[src/rtl/round_robin_arbiter_16.sv]
// Round-robin arbiter for 16 requesters sharing one resource.
// A winner is picked by a downward priority search that starts just below the
// previous winner, so the last owner always ends up lowest priority. Ownership
// lasts until the owner signals Done_In, drops its request, or holds for
// MAX_HOLD consecutive cycles. Every output is registered.
//
//   state      | meaning
//   -----------+-----------------------------------------------------------
//   ST_IDLE    | no owner; arbitrate over Req_In every cycle
//   ST_OWNED   | Grant_Id owns the resource; watch Done_In, owner Req, timer
//   ST_RELEASE | one-cycle gap after a release; arbitrate like ST_IDLE
module round_robin_arbiter_16 #(
  parameter int unsigned MAX_HOLD   = 255,
  parameter int unsigned HOLD_WIDTH = 8
) (
  input  logic        clock,
  input  logic        reset_n,
  input  logic [15:0] Req_In,
  input  logic        Done_In,
  output logic [15:0] Grant_Out,
  output logic [3:0]  Grant_Id,
  output logic        Grant_Valid,
  output logic        Timeout_Out
);

  typedef enum logic [1:0] {
    ST_IDLE    = 2'd0,
    ST_OWNED   = 2'd1,
    ST_RELEASE = 2'd2
  } state_t;

  state_t                state_q, state_d;
  logic [3:0]            last_q, last_d;
  logic [HOLD_WIDTH-1:0] hold_q, hold_d;
  logic [15:0]           grant_q, grant_d;
  logic [3:0]            id_q, id_d;
  logic                  valid_q, valid_d;
  logic                  timeout_q, timeout_d;

  logic                  win_found;
  logic [3:0]            win_id;
  logic [3:0]            search_idx;
  logic                  arbitrating;
  logic                  grant_start;
  logic                  owner_release;
  logic                  hold_expired;

  // Rotating priority search: Last-1 downward, wrapping 0 -> 15, ending at Last.
  always_comb begin
    win_found  = 1'b0;
    win_id     = last_q;
    search_idx = '0;
    for (int k = 1; k <= 16; k++) begin
      search_idx = last_q - 4'(k);
      if (!win_found && Req_In[search_idx]) begin
        win_found = 1'b1;
        win_id    = search_idx;
      end
    end
  end

  // Release conditions; a voluntary release takes precedence over the timer.
  always_comb begin
    arbitrating   = (state_q == ST_IDLE) || (state_q == ST_RELEASE);
    grant_start   = arbitrating && win_found;
    owner_release = Done_In || !Req_In[id_q];
    hold_expired  = (MAX_HOLD != 0) && (hold_q == HOLD_WIDTH'(MAX_HOLD));
  end

  // State register.
  always_ff @(posedge clock or negedge reset_n) begin
    if (!reset_n) begin
      state_q <= ST_IDLE;
    end else begin
      state_q <= state_d;
    end
  end

  // Next-state logic.
  always_comb begin
    state_d = state_q;
    case (state_q)
      ST_IDLE, ST_RELEASE: begin
        state_d = win_found ? ST_OWNED : ST_IDLE;
      end
      ST_OWNED: begin
        if (owner_release || hold_expired) begin
          state_d = ST_RELEASE;
        end
      end
      default: begin
        state_d = ST_IDLE;
      end
    endcase
  end

  // Next values for the registered outputs, last winner and hold counter.
  always_comb begin
    last_d    = last_q;
    id_d      = id_q;
    hold_d    = '0;
    timeout_d = 1'b0;

    if (grant_start) begin
      last_d = win_id;
      id_d   = win_id;
      hold_d = HOLD_WIDTH'(1);
    end else if (state_q == ST_OWNED && state_d == ST_OWNED) begin
      // Saturate so an unlimited hold never wraps back into a small count.
      hold_d = (hold_q == '1) ? hold_q : hold_q + HOLD_WIDTH'(1);
    end

    if (state_q == ST_OWNED && !owner_release && hold_expired) begin
      timeout_d = 1'b1;
    end

    valid_d = (state_d == ST_OWNED);
    grant_d = valid_d ? (16'h0001 << id_d) : 16'h0000;
  end

  // Output, last-winner and hold-counter registers.
  always_ff @(posedge clock or negedge reset_n) begin
    if (!reset_n) begin
      last_q    <= '0;
      hold_q    <= '0;
      grant_q   <= '0;
      id_q      <= '0;
      valid_q   <= 1'b0;
      timeout_q <= 1'b0;
    end else begin
      last_q    <= last_d;
      hold_q    <= hold_d;
      grant_q   <= grant_d;
      id_q      <= id_d;
      valid_q   <= valid_d;
      timeout_q <= timeout_d;
    end
  end

  assign Grant_Out   = grant_q;
  assign Grant_Id    = id_q;
  assign Grant_Valid = valid_q;
  assign Timeout_Out = timeout_q;

  // Output invariants: grant matches the id, and a timeout never overlaps ownership.
  a_grant_onehot : assert property (@(posedge clock) disable iff (!reset_n)
    Grant_Out == (Grant_Valid ? (16'h0001 << Grant_Id) : 16'h0000));
  a_timeout_gap : assert property (@(posedge clock) disable iff (!reset_n)
    Timeout_Out |-> !Grant_Valid);

endmodule
[config.mk]
export PLATFORM = sky130hd
export DESIGN_NAME = round_robin_arbiter_16
export DESIGN_NICKNAME = d
export VERILOG_FILES = /design/src/rtl/round_robin_arbiter_16.sv
export SDC_FILE = /design/constraint.sdc
export NUM_CORES = 1
export LEC_CHECK = 0
export BUFFER_PORTS_ARGS = -buffer_cell sky130_fd_sc_hd__buf_2
export CAP_MARGIN = 20
export CORE_MARGIN = 2
export CORE_UTILIZATION = 30
export DETAILED_ROUTE_END_ITERATION = 10
export PLACE_DENSITY = 0.58
export SLEW_MARGIN = 0
export SYNTH_ARGS = -nofsm -noshare
export SYNTH_HDL_FRONTEND = slang
export SYNTH_SLANG_ARGS = --single-unit
[constraint.sdc]
create_clock -name clock -period 5.5 [get_ports clock]
set_clock_uncertainty 0.15 [all_clocks]
set_input_delay 0.55 -clock clock [delete_from_list [all_inputs] [get_ports clock]]
set_output_delay 0.55 -clock clock [all_outputs]
set_load 0.05 [all_outputs]
After elaboration in Yosys (flattened, before gate mapping)
Cells that the tools add are included.
Storage, ports and cells
  register bits: 36
  word-level logic and storage cells: 162
  output and inout port bits: 22
  bits of input ports: 19
Cells by class
  eq/ne operators: 5
  add/subtract/negate cells: 16
  mux-type cells: 75
  reduce and logical (&&, ||, !) cells: 41
  shift-type cells: 1
  order comparisons: 17
Operators with widths (count)
  $lt A4 B5 Y1 const B: 17
  $bmux W1 S4: 17
  $mux W4: 17
  $mux W1: 35
  $sub A4 B4 Y4 const B: 8
  $mux W8: 3
  $logic_and A1 B1 Y1: 19
  $logic_not A1 Y1: 17
  $mux W16: 1
  $shl A1 B4 Y16 const A: 1
  $sub A4 B3 Y4 const B: 4
  $add A8 B1 Y8 const B: 1
  $eq A8 B8 Y1 const B: 1
  $sub A4 B2 Y4 const B: 2
  $eq A2 B1 Y1 const B: 2
  $pmux W2 S2: 1
  $sub A4 B1 Y4 const B: 1
  $logic_or A1 B1 Y1: 3
  $ne A3 B3 Y1 const B: 1
  $eq A2 B2 Y1 const B: 1
  $logic_not A2 Y1: 1
  $mux W2: 1
  $reduce_or A2 Y1: 1

Logic depth before layout (Yosys ltp)
Gate-level depths: netlist of run 1.
  word-level depth: 55
  depth in mapped cells: 18
  gate-level depth less buffers: 13

Worst setup path before layout of run 1
Ideal clock, no wire load.
  path kind: reg-to-reg
  start point: reg last_q[1]
  end point: reg grant_q[2], in the netlist Grant_Out[2]
  data required time: 5.249 ns
  path slack: 0.580 ns
  library setup time: 0.101 ns
  arrival time: 4.669 ns
  stages on the path, launching flop included: 17
  path buffers: 4
  period minus slack after synthesis: 4.920 ns
  path through: dfrtp_1 -> buf_2 -> buf_2 -> clkbuf_1 -> inv_1 -> ha_1 -> clkbuf_1 -> mux4_2 -> mux2i_1 -> mux2i_1 -> nor4_4 -> nand4_1 -> o32a_1 -> a221o_1 -> a41oi_4 -> nor2_4 -> nor4_1
On the way
  cells in the longest elaborated chain, start to end: 53
  elaborated cells on any way between the ends: 116
  classes of those cells: add/sub (15); eq/ne (1); shift (1); mux (68); reduce/logical (31)
Ends and longest elaborated chain
  start: declaration: RTL line 33  | logic [3:0] last_q, last_d;
  start signal: assignment: RTL line 131  | last_q <= last_d;
  $sub A4 B1 Y4: RTL line 54  | search_idx = last_q - 4'(k);
  $bmux W1 S4: RTL line 55  | if (!win_found && Req_In[search_idx]) begin
  $mux W1 (implied by the code): RTL line 55
  $mux W1: RTL line 55
  $logic_not A1 Y1: RTL line 55
  $logic_and A1 B1 Y1: RTL line 55
  $mux W1: RTL line 55
  $logic_not A1 Y1: RTL line 55
  [38 not listed]
  $logic_not A1 Y1: RTL line 55
  $logic_and A1 B1 Y1: RTL line 55
  $mux W1: RTL line 55
  $mux W1 or $logic_and A1 B1 Y1 (tied branches): RTL line 84, 65
  $pmux W2 S2 or $mux W4 (tied branches): RTL line 82, 104
  $eq A2 B1 Y1 or $shl A1 B4 Y16 (tied branches): RTL line 117, 118
  $mux W16 (*): RTL line 118  | grant_d = valid_d ? (16'h0001 << id_d) : 16'h0000;
  named net grant_d[2]: RTL line 35  | logic [15:0] grant_q, grant_d;
  end signal: assignment: RTL line 133  | grant_q <= grant_d;
  end: declaration: RTL line 35
The timed path passes the listed nets; every way through them passes the cells marked *. The select of a mux whose other input is x is not followed.
A chain may end at the register's enable or synchronous reset.

Final worst setup path of run 1
  start point: reg last_q[0]
  end point: reg grant_q[7], in the netlist Grant_Out[7]
Same word-level chain as after synthesis.

==> impl_results.md, run 1 <==
* Status: finished, final reports clean
* Total grt overflow at 0
* TritonCTS clock tree: built
* Pins Over Slew Limit at 0
* Wire length of the first global-routing pass at approximately 20 mm
* Capturing element of the worst setup path: Grant_Out[7]
* Critical path, cell by cell: buf_4 > ha_1 > xnor2_1 > mux2_2 > mux2_2 > nor4_2 > nand3_1 > nor3_1 > a211o_1 > o221ai_1 > a21oi_1 > nor4_1
* Total CTS buffers at 5
* Syn Inst Count at around 420
* Clk pin slew, worst setup/hold paths at approximately 0.060 ns
* Post-synth EDFFs at 0
* Distinct cell type count after synthesis at 67
* Type of element capturing the critical path: flop
* Final WL at 12.4 mm
* Post-synthesis net count at ~450
* Number of nets in the final layout at 483
* Final critical-path required period at 4.70 ns
* Dominant register cell in the synthesized netlist: sky130_fd_sc_hd__dfrtp_1
* Final worst-path cycle share at 85.4%
* CP Launch Point: last_q[0]
* Master cell of the clock root buffer: sky130_fd_sc_hd__clkbuf_16
* HPWL after DPL at 9.44 mm
* Depth of the worst register-to-register path at 12
* Most used cell, CP: sky130_fd_sc_hd__mux2_2
* Setup TNS after final layout at 0 ns
* Resized cells post-CTS at 0
* Port bufs at 40
* Vias in the first global route at roughly 3700
* Row Count at 41
* Residual antenna-violating net count after detailed routing at 0
* Worst r2r src: last_q[0]
* Count of endpoints failing setup in the final report at 0
* Area growth syn-to-layout at 14.5%
* Synth Warn # at 0
* Worst EP arrival at 4.67 ns
* Post-CTS Setup Bufs at 0
* Clock sink total at 36
* Fmax at around 210 MHz
* Max-slew headroom at 48.3%
* Hold buffers post-CTS at 0
* Path type of the worst min-delay path: input port to async pin
* Worst setup slack for register-to-register paths at 0.80 ns
* Critical path depth at 12
* Die outline area at 14000 µm²
* Global placement routability congestion at 1.02
* H-tree depth at 2
* Final hold vios at 0
* Number of inserted filler cells in the final layout at 1345
* Remaining routing DRC violations at 0
* Post-synthesis instance area at 3930 µm²
* Slew at the pin with the worst max-slew slack at between 0.7 and 0.8 ns
* Number of buffers on the longest clock path at 2
* Slowest-stage cell, CP: sky130_fd_sc_hd__a21oi_1
* Post-synthesis sequential area ratio at 22.9%
* Main area contributors after synthesis: sky130_fd_sc_hd__dfrtp_1, sky130_fd_sc_hd__mux4_2, sky130_fd_sc_hd__mux2i_1
* Critical Path RT at 5.47 ns
* Type of the setup path with the least slack: flop to flop
* Unrepaired setup endpoints after global routing: false
* Critical-path maximum fanout at 29
* Area leader, netlist: sky130_fd_sc_hd__dfrtp_1
* Vias per std cell at 5.96
* Via Count at between 3000 and 4000
* Antenna violations before repair at 0
* Antenna fix cells at 0
* GRT Util Overall at 17.9%
* Syn avg cell area at 9.40 µm²
* Iteration count of the initial detailed-routing pass at 5
* Share of the synthesized area in the top cell type at 22.9%
* Endpoint of the most critical register-to-register path: Grant_Out[7]
* Pin count of the biggest net entering global routing at 37
* Initial detailed-routing violation count at 446
* Share of flip-flops with an asynchronous set or reset at 100%
* Clock latency on the worst-skew pair at 0.27 ns
* Ports at 41
* Kind of cell with the highest combined delay on the critical path: simple AND/OR/NAND/NOR gates
* WL per Instance at 19.7 µm
* Register bit count reported by yosys at 36
* Count of buffering cells on the critical path with inverters included at 1
* Die width at 118 µm
* Initial Util at 30.9%
* Share of layout cells above drive strength 1 at 27.4%
* Placeable core area at 12700 µm²
* Crit path launch type: flop
* Slowest cell delay on critical path at ~0.63 ns
* Maximum Capacitance Violations at 0
* Floorplan die height at around 120 µm
[cell usage in the layout (no fill, tap or decap), drive strengths merged, types with 3 or more instances in the layout]
cell / n
mux2i: 32
nand2b: 6
nand2: 43
o22ai: 5
o211ai: 6
nand4: 8
nor3: 16
o31ai: 3
o21ai: 18
or2: 5
xnor2: 11
and3: 4
a21oi: 16
dfrtp: 36
nand3: 24
buf: 51
ha: 8
nor2: 26
nor4: 10
a21o: 7
xor2: 7
mux2: 21
nor2b: 7
a32oi: 3
and2: 4
inv: 8
mux4: 26
clkbuf: 5
[synthesized netlist by cell type, types with 3 or more instances]
| cell | count |
|---|---|
| sky130_fd_sc_hd__nor2_1 | 25 |
| sky130_fd_sc_hd__xnor2_1 | 9 |
| sky130_fd_sc_hd__nor3_1 | 16 |
| sky130_fd_sc_hd__o22ai_1 | 5 |
| sky130_fd_sc_hd__dfrtp_1 | 36 |
| sky130_fd_sc_hd__a21oi_1 | 16 |
| sky130_fd_sc_hd__nand3_1 | 24 |
| sky130_fd_sc_hd__a21o_1 | 7 |
| sky130_fd_sc_hd__or2_2 | 4 |
| sky130_fd_sc_hd__o21ai_0 | 18 |
| sky130_fd_sc_hd__nand2_1 | 43 |
| sky130_fd_sc_hd__mux4_2 | 26 |
| sky130_fd_sc_hd__and3_1 | 4 |
| sky130_fd_sc_hd__and2_1 | 4 |
| sky130_fd_sc_hd__mux2i_1 | 30 |
| sky130_fd_sc_hd__nand4_1 | 8 |
| sky130_fd_sc_hd__ha_1 | 8 |
| sky130_fd_sc_hd__a32oi_1 | 3 |
| sky130_fd_sc_hd__o31ai_1 | 3 |
| sky130_fd_sc_hd__mux2_2 | 21 |
| sky130_fd_sc_hd__xor2_1 | 6 |
| sky130_fd_sc_hd__o211ai_1 | 6 |
| sky130_fd_sc_hd__nor4_1 | 8 |
| sky130_fd_sc_hd__nand2b_1 | 6 |
| sky130_fd_sc_hd__inv_1 | 6 |
| sky130_fd_sc_hd__clkbuf_1 | 12 |
| sky130_fd_sc_hd__nor2b_1 | 7 |
| sky130_fd_sc_hd__buf_2 | 6 |
[cells by family after synthesis]
family,after synthesis,synth area share (%)
simple gates,160,20.9
compound gates,89,16.3
mux,79,29.5
flops,36,22.9
buf+inv,28,3.25
xor+xnor,18,4.58
fa+ha+maj,8,2.55
[layout make-up]
cell class	count	area [µm²]	area share (%)
Clock buffer	5	125	2.78
Clock inverter	3	42.5	0.946
Tap cell	172	215	4.78
Inverter	8	30.0	0.668
Multi-Input combinational cell	354	2900	64.5
Timing Repair Buffer	51	283	6.29
Sequential cell	36	901	20.0
[through the flow]
step                      area [µm²]  utilization (%)  setup WS (ns)  std cells  hold slack [ns]
after floorplan                 3930                -          0.580        418            0.104
after global placement          4330             34.0          0.995        621            0.263
after detailed placement        4330             34.0          0.895        621            0.276
after CTS                       4500             35.4          0.900        629            0.231
after global routing            4500             35.4          0.452        629            0.278
final                           4500             35.4          0.805        629            0.206
[worst reg2reg max path, delay by kind of cell, from the launching register on]
kind	cells	cell delay [ns]
DFF	1	0.37
xor gates and xnor gates	1	0.61
and+or+nand+nor	4	1.21
AOI/OAI and AO/OA	3	0.90
adders and majority gates	1	0.30
muxes	2	0.77
buffers and inverters	1	0.25
[worst min-delay path by stage]
stage                        end  slack (ns)
global placement      state_q[1]        0.26
finish                 hold_q[2]        0.21
detailed placement    state_q[1]        0.28
global route        Grant_Out[7]        0.28
CTS                 Grant_Out[7]        0.23
floorplan            Grant_Id[0]        0.10
[per-layer routing]
layer  vias up  wire length (µm)  GRT usage [%]
li1       1690                 -              -
met1      1859              5080           23.3
met2       170              6110           30.5
met3        29               687           2.03
met4         0               480           6.62
met5         -                 0              0
[sequential cells by signal (all words and copies together), names as in the netlist]
signal / count
Grant_Id: 4
Grant_Out: 16
Timeout_Out: 1
Grant_Valid: 1
state_q: 2
last_q: 4
hold_q: 8
Power of run 1 is left out: the tool's default activity adds up to more than one toggle a clock period on the data nets, which glitch-free logic cannot reach.
==> run 2: changes to the inputs <==
Settings changed: GPL_TIMING_DRIVEN from default to 0, REMOVE_ABC_BUFFERS from default to 1, TNS_END_PERCENT from default to 10.
==> impl_results.md, run 2 (synthesis results as in run 1) <==
* Die outline area at 14000 µm² (unchanged)
* Final std cell area, no fill at 4520 µm² (+0.47%)
* Final core utilization at 35.5% (+0.17 points)
* Share of layout cells above drive strength 1 at 27.3% (about the same)
* Final worst-path cycle share at 92.0% (+6.7 points)
* Die width at 118 µm (unchanged)
* Wire length of the first global-routing pass at 18.5 mm (-8.9%)
* Vias in the first global route at 3503 (-4.1%)
* Critical Path RT at 5.53 ns (+0.06 ns)
* Slew at the pin with the worst max-slew slack at 0.859 ns (+0.0825 ns)
* Total grt overflow at 0 (unchanged)
* Iteration count of the initial detailed-routing pass at 4 (-1)
* Maximum Capacitance Violations at 0 (unchanged)
* Kind of cell with the highest combined delay on the critical path: multiplexers
* Critical path, cell by cell: buf_16 > inv_1 > ha_4 > mux4_2 > mux2i_1 > mux2i_1 > or2_2 > a2111oi_0 > o21ai_0 > o211ai_1 > a41oi_4 > nor2_4 > inv_2 > nor3_1
* Max FFs per register at 16 (unchanged)
* HPWL after DPL at 8.56 mm (-9.3%)
* Slowest-stage cell, CP: sky130_fd_sc_hd__dfrtp_1
* Placeable core area at 12700 µm² (unchanged)
* Final hold vios at 0 (unchanged)
* Residual antenna-violating net count after detailed routing at 0 (unchanged)
* Row Count at 41 (unchanged)
* Worst EP arrival at 5.09 ns (+0.42 ns)
* Most used cells in the layout excluding fill and tap cells: sky130_fd_sc_hd__nand2_1, sky130_fd_sc_hd__buf_2, sky130_fd_sc_hd__dfrtp_1
* TritonCTS clock tree: built
* Critical-path maximum fanout at 22 (-24%)
* Antenna violations before repair at 0 (unchanged)
* Final WL at 11.3 mm (-8.8%)
* Hold buffers post-CTS at 0 (unchanged)
* Ports at 41 (unchanged)
* Pin count of the biggest net entering global routing at 37 (unchanged)
* Pins Over Slew Limit at 0 (unchanged)
* Crit path launch type: flop
* WL per Instance at 18.1 µm (-7.8%)
* Type of the setup path with the least slack: flop to flop
* Number of nets in the final layout at 476 (-1.4%)
* Clock latency on the worst-skew pair at 0.28 ns (about the same)
* Master cell of the clock root buffer: sky130_fd_sc_hd__clkbuf_16
* Port bufs at 40 (unchanged)
* Type of element capturing the critical path: flop
* Vias per std cell at 5.84 (-2.0%)
* Count of endpoints failing setup in the final report at 0 (unchanged)
* GRT Util Overall at 16.3% (-1.6 points)
* Most used cell, CP: sky130_fd_sc_hd__mux2i_1
* Unrepaired setup endpoints after global routing: false
* Global placement routability congestion at 0.914 (-11%)
* H-tree depth at 2 (unchanged)
* Remaining routing DRC violations at 0 (unchanged)
* CP Launch Point: last_q[1]
* Number of buffers on the longest clock path at 2 (unchanged)
* Count of buffering cells on the critical path with inverters included at 3 (+2)
* Max-slew headroom at 42.4% (-5.9 points)
* Initial Util at 30.9% (unchanged)
* Status: finished, final reports clean
* Clock sink total at 36 (unchanged)
* Antenna fix cells at 0 (unchanged)
* Path type of the worst min-delay path: input port to async pin
* Most common library cell in the layout ignoring fill and taps: sky130_fd_sc_hd__nand2_1
* Number of inserted filler cells in the final layout at 1340 (-0.37%)
* Floorplan die height at 118 µm (unchanged)
* Worst r2r src: last_q[1]
* Slowest cell delay on critical path at 0.64 ns (about the same)
* Initial detailed-routing violation count at 253 (-43%)
* Total CTS buffers at 5 (unchanged)
* Fmax at 198 MHz (-7.2%)
* Area growth syn-to-layout at 15.0%
* Worst Hold Margin at 0.203 ns (-0.00233 ns)
* Via Count at 3633 (-3.1%)
* Clk pin slew, worst setup/hold paths at 0.05 ns (about the same)
* Final critical-path required period at 5.06 ns (+0.367 ns)
* Area after DPL at 4310 µm² (-0.46%)
[run 2: cell count changes in the layout (fill, tap and decap cells not counted), moves of 2 or more]
cell and delta:
sky130_fd_sc_hd__dfrtp_2 +2, sky130_fd_sc_hd__buf_16 +2, sky130_fd_sc_hd__buf_4 -9, sky130_fd_sc_hd__dfrtp_1 -2
sky130_fd_sc_hd__clkbuf_1 +2
[run 2: metrics by stage]
stage	setup WS, ns	setup TNS (ns)	instances
after CTS	0.0399	0	620
final	0.438	0	622
after global routing	0.111	0	622
after global placement	-1.59	-33.28	610
after detailed placement	-0.518	-7.41	612
after floorplan	0.229	0	398
[run 2: what timing repair did]
action,CTS,global route
pin swaps,0,1
resized for setup,4,6
setup endpoints to repair,20,19
setup buffers,0,2
[run 2: routing by layer]
layer,GRT usage [%],vias up,wire length [µm]
met5,0,-,0
met4,5.43,0,324
met3,1.98,20,756
met2,26.3,126,5300
met1,22.5,1805,4890
li1,-,1682,-
[run 2: final cells by class]
class / instances / area, µm² / area share, %
clock buffers: 7 / 133 / 2.93
clock inverters: 1 / 8.76 / 0.194
well taps: 172 / 215 / 4.76
inverters: 8 / 30.0 / 0.664
multi-input cells: 354 / 2960 / 65.5
flip-flops and latches: 36 / 903 / 20.0
repair buffers: 44 / 270 / 5.98
[run 2: path summary, 6_finish.rpt]
check                      slack (ns)            to  depth (start not counted)
min in group clock               0.28    state_q[1]                          1
min reg2reg                      0.28    state_q[1]                          1
max reg2reg                      0.44  Grant_Out[8]                         14
min                              0.20  Grant_Out[6]                          1
max in group asynchronous        4.45     last_q[0]                          1
max                              0.44  Grant_Out[8]                         14
Power of run 2 is left out for the same reason.
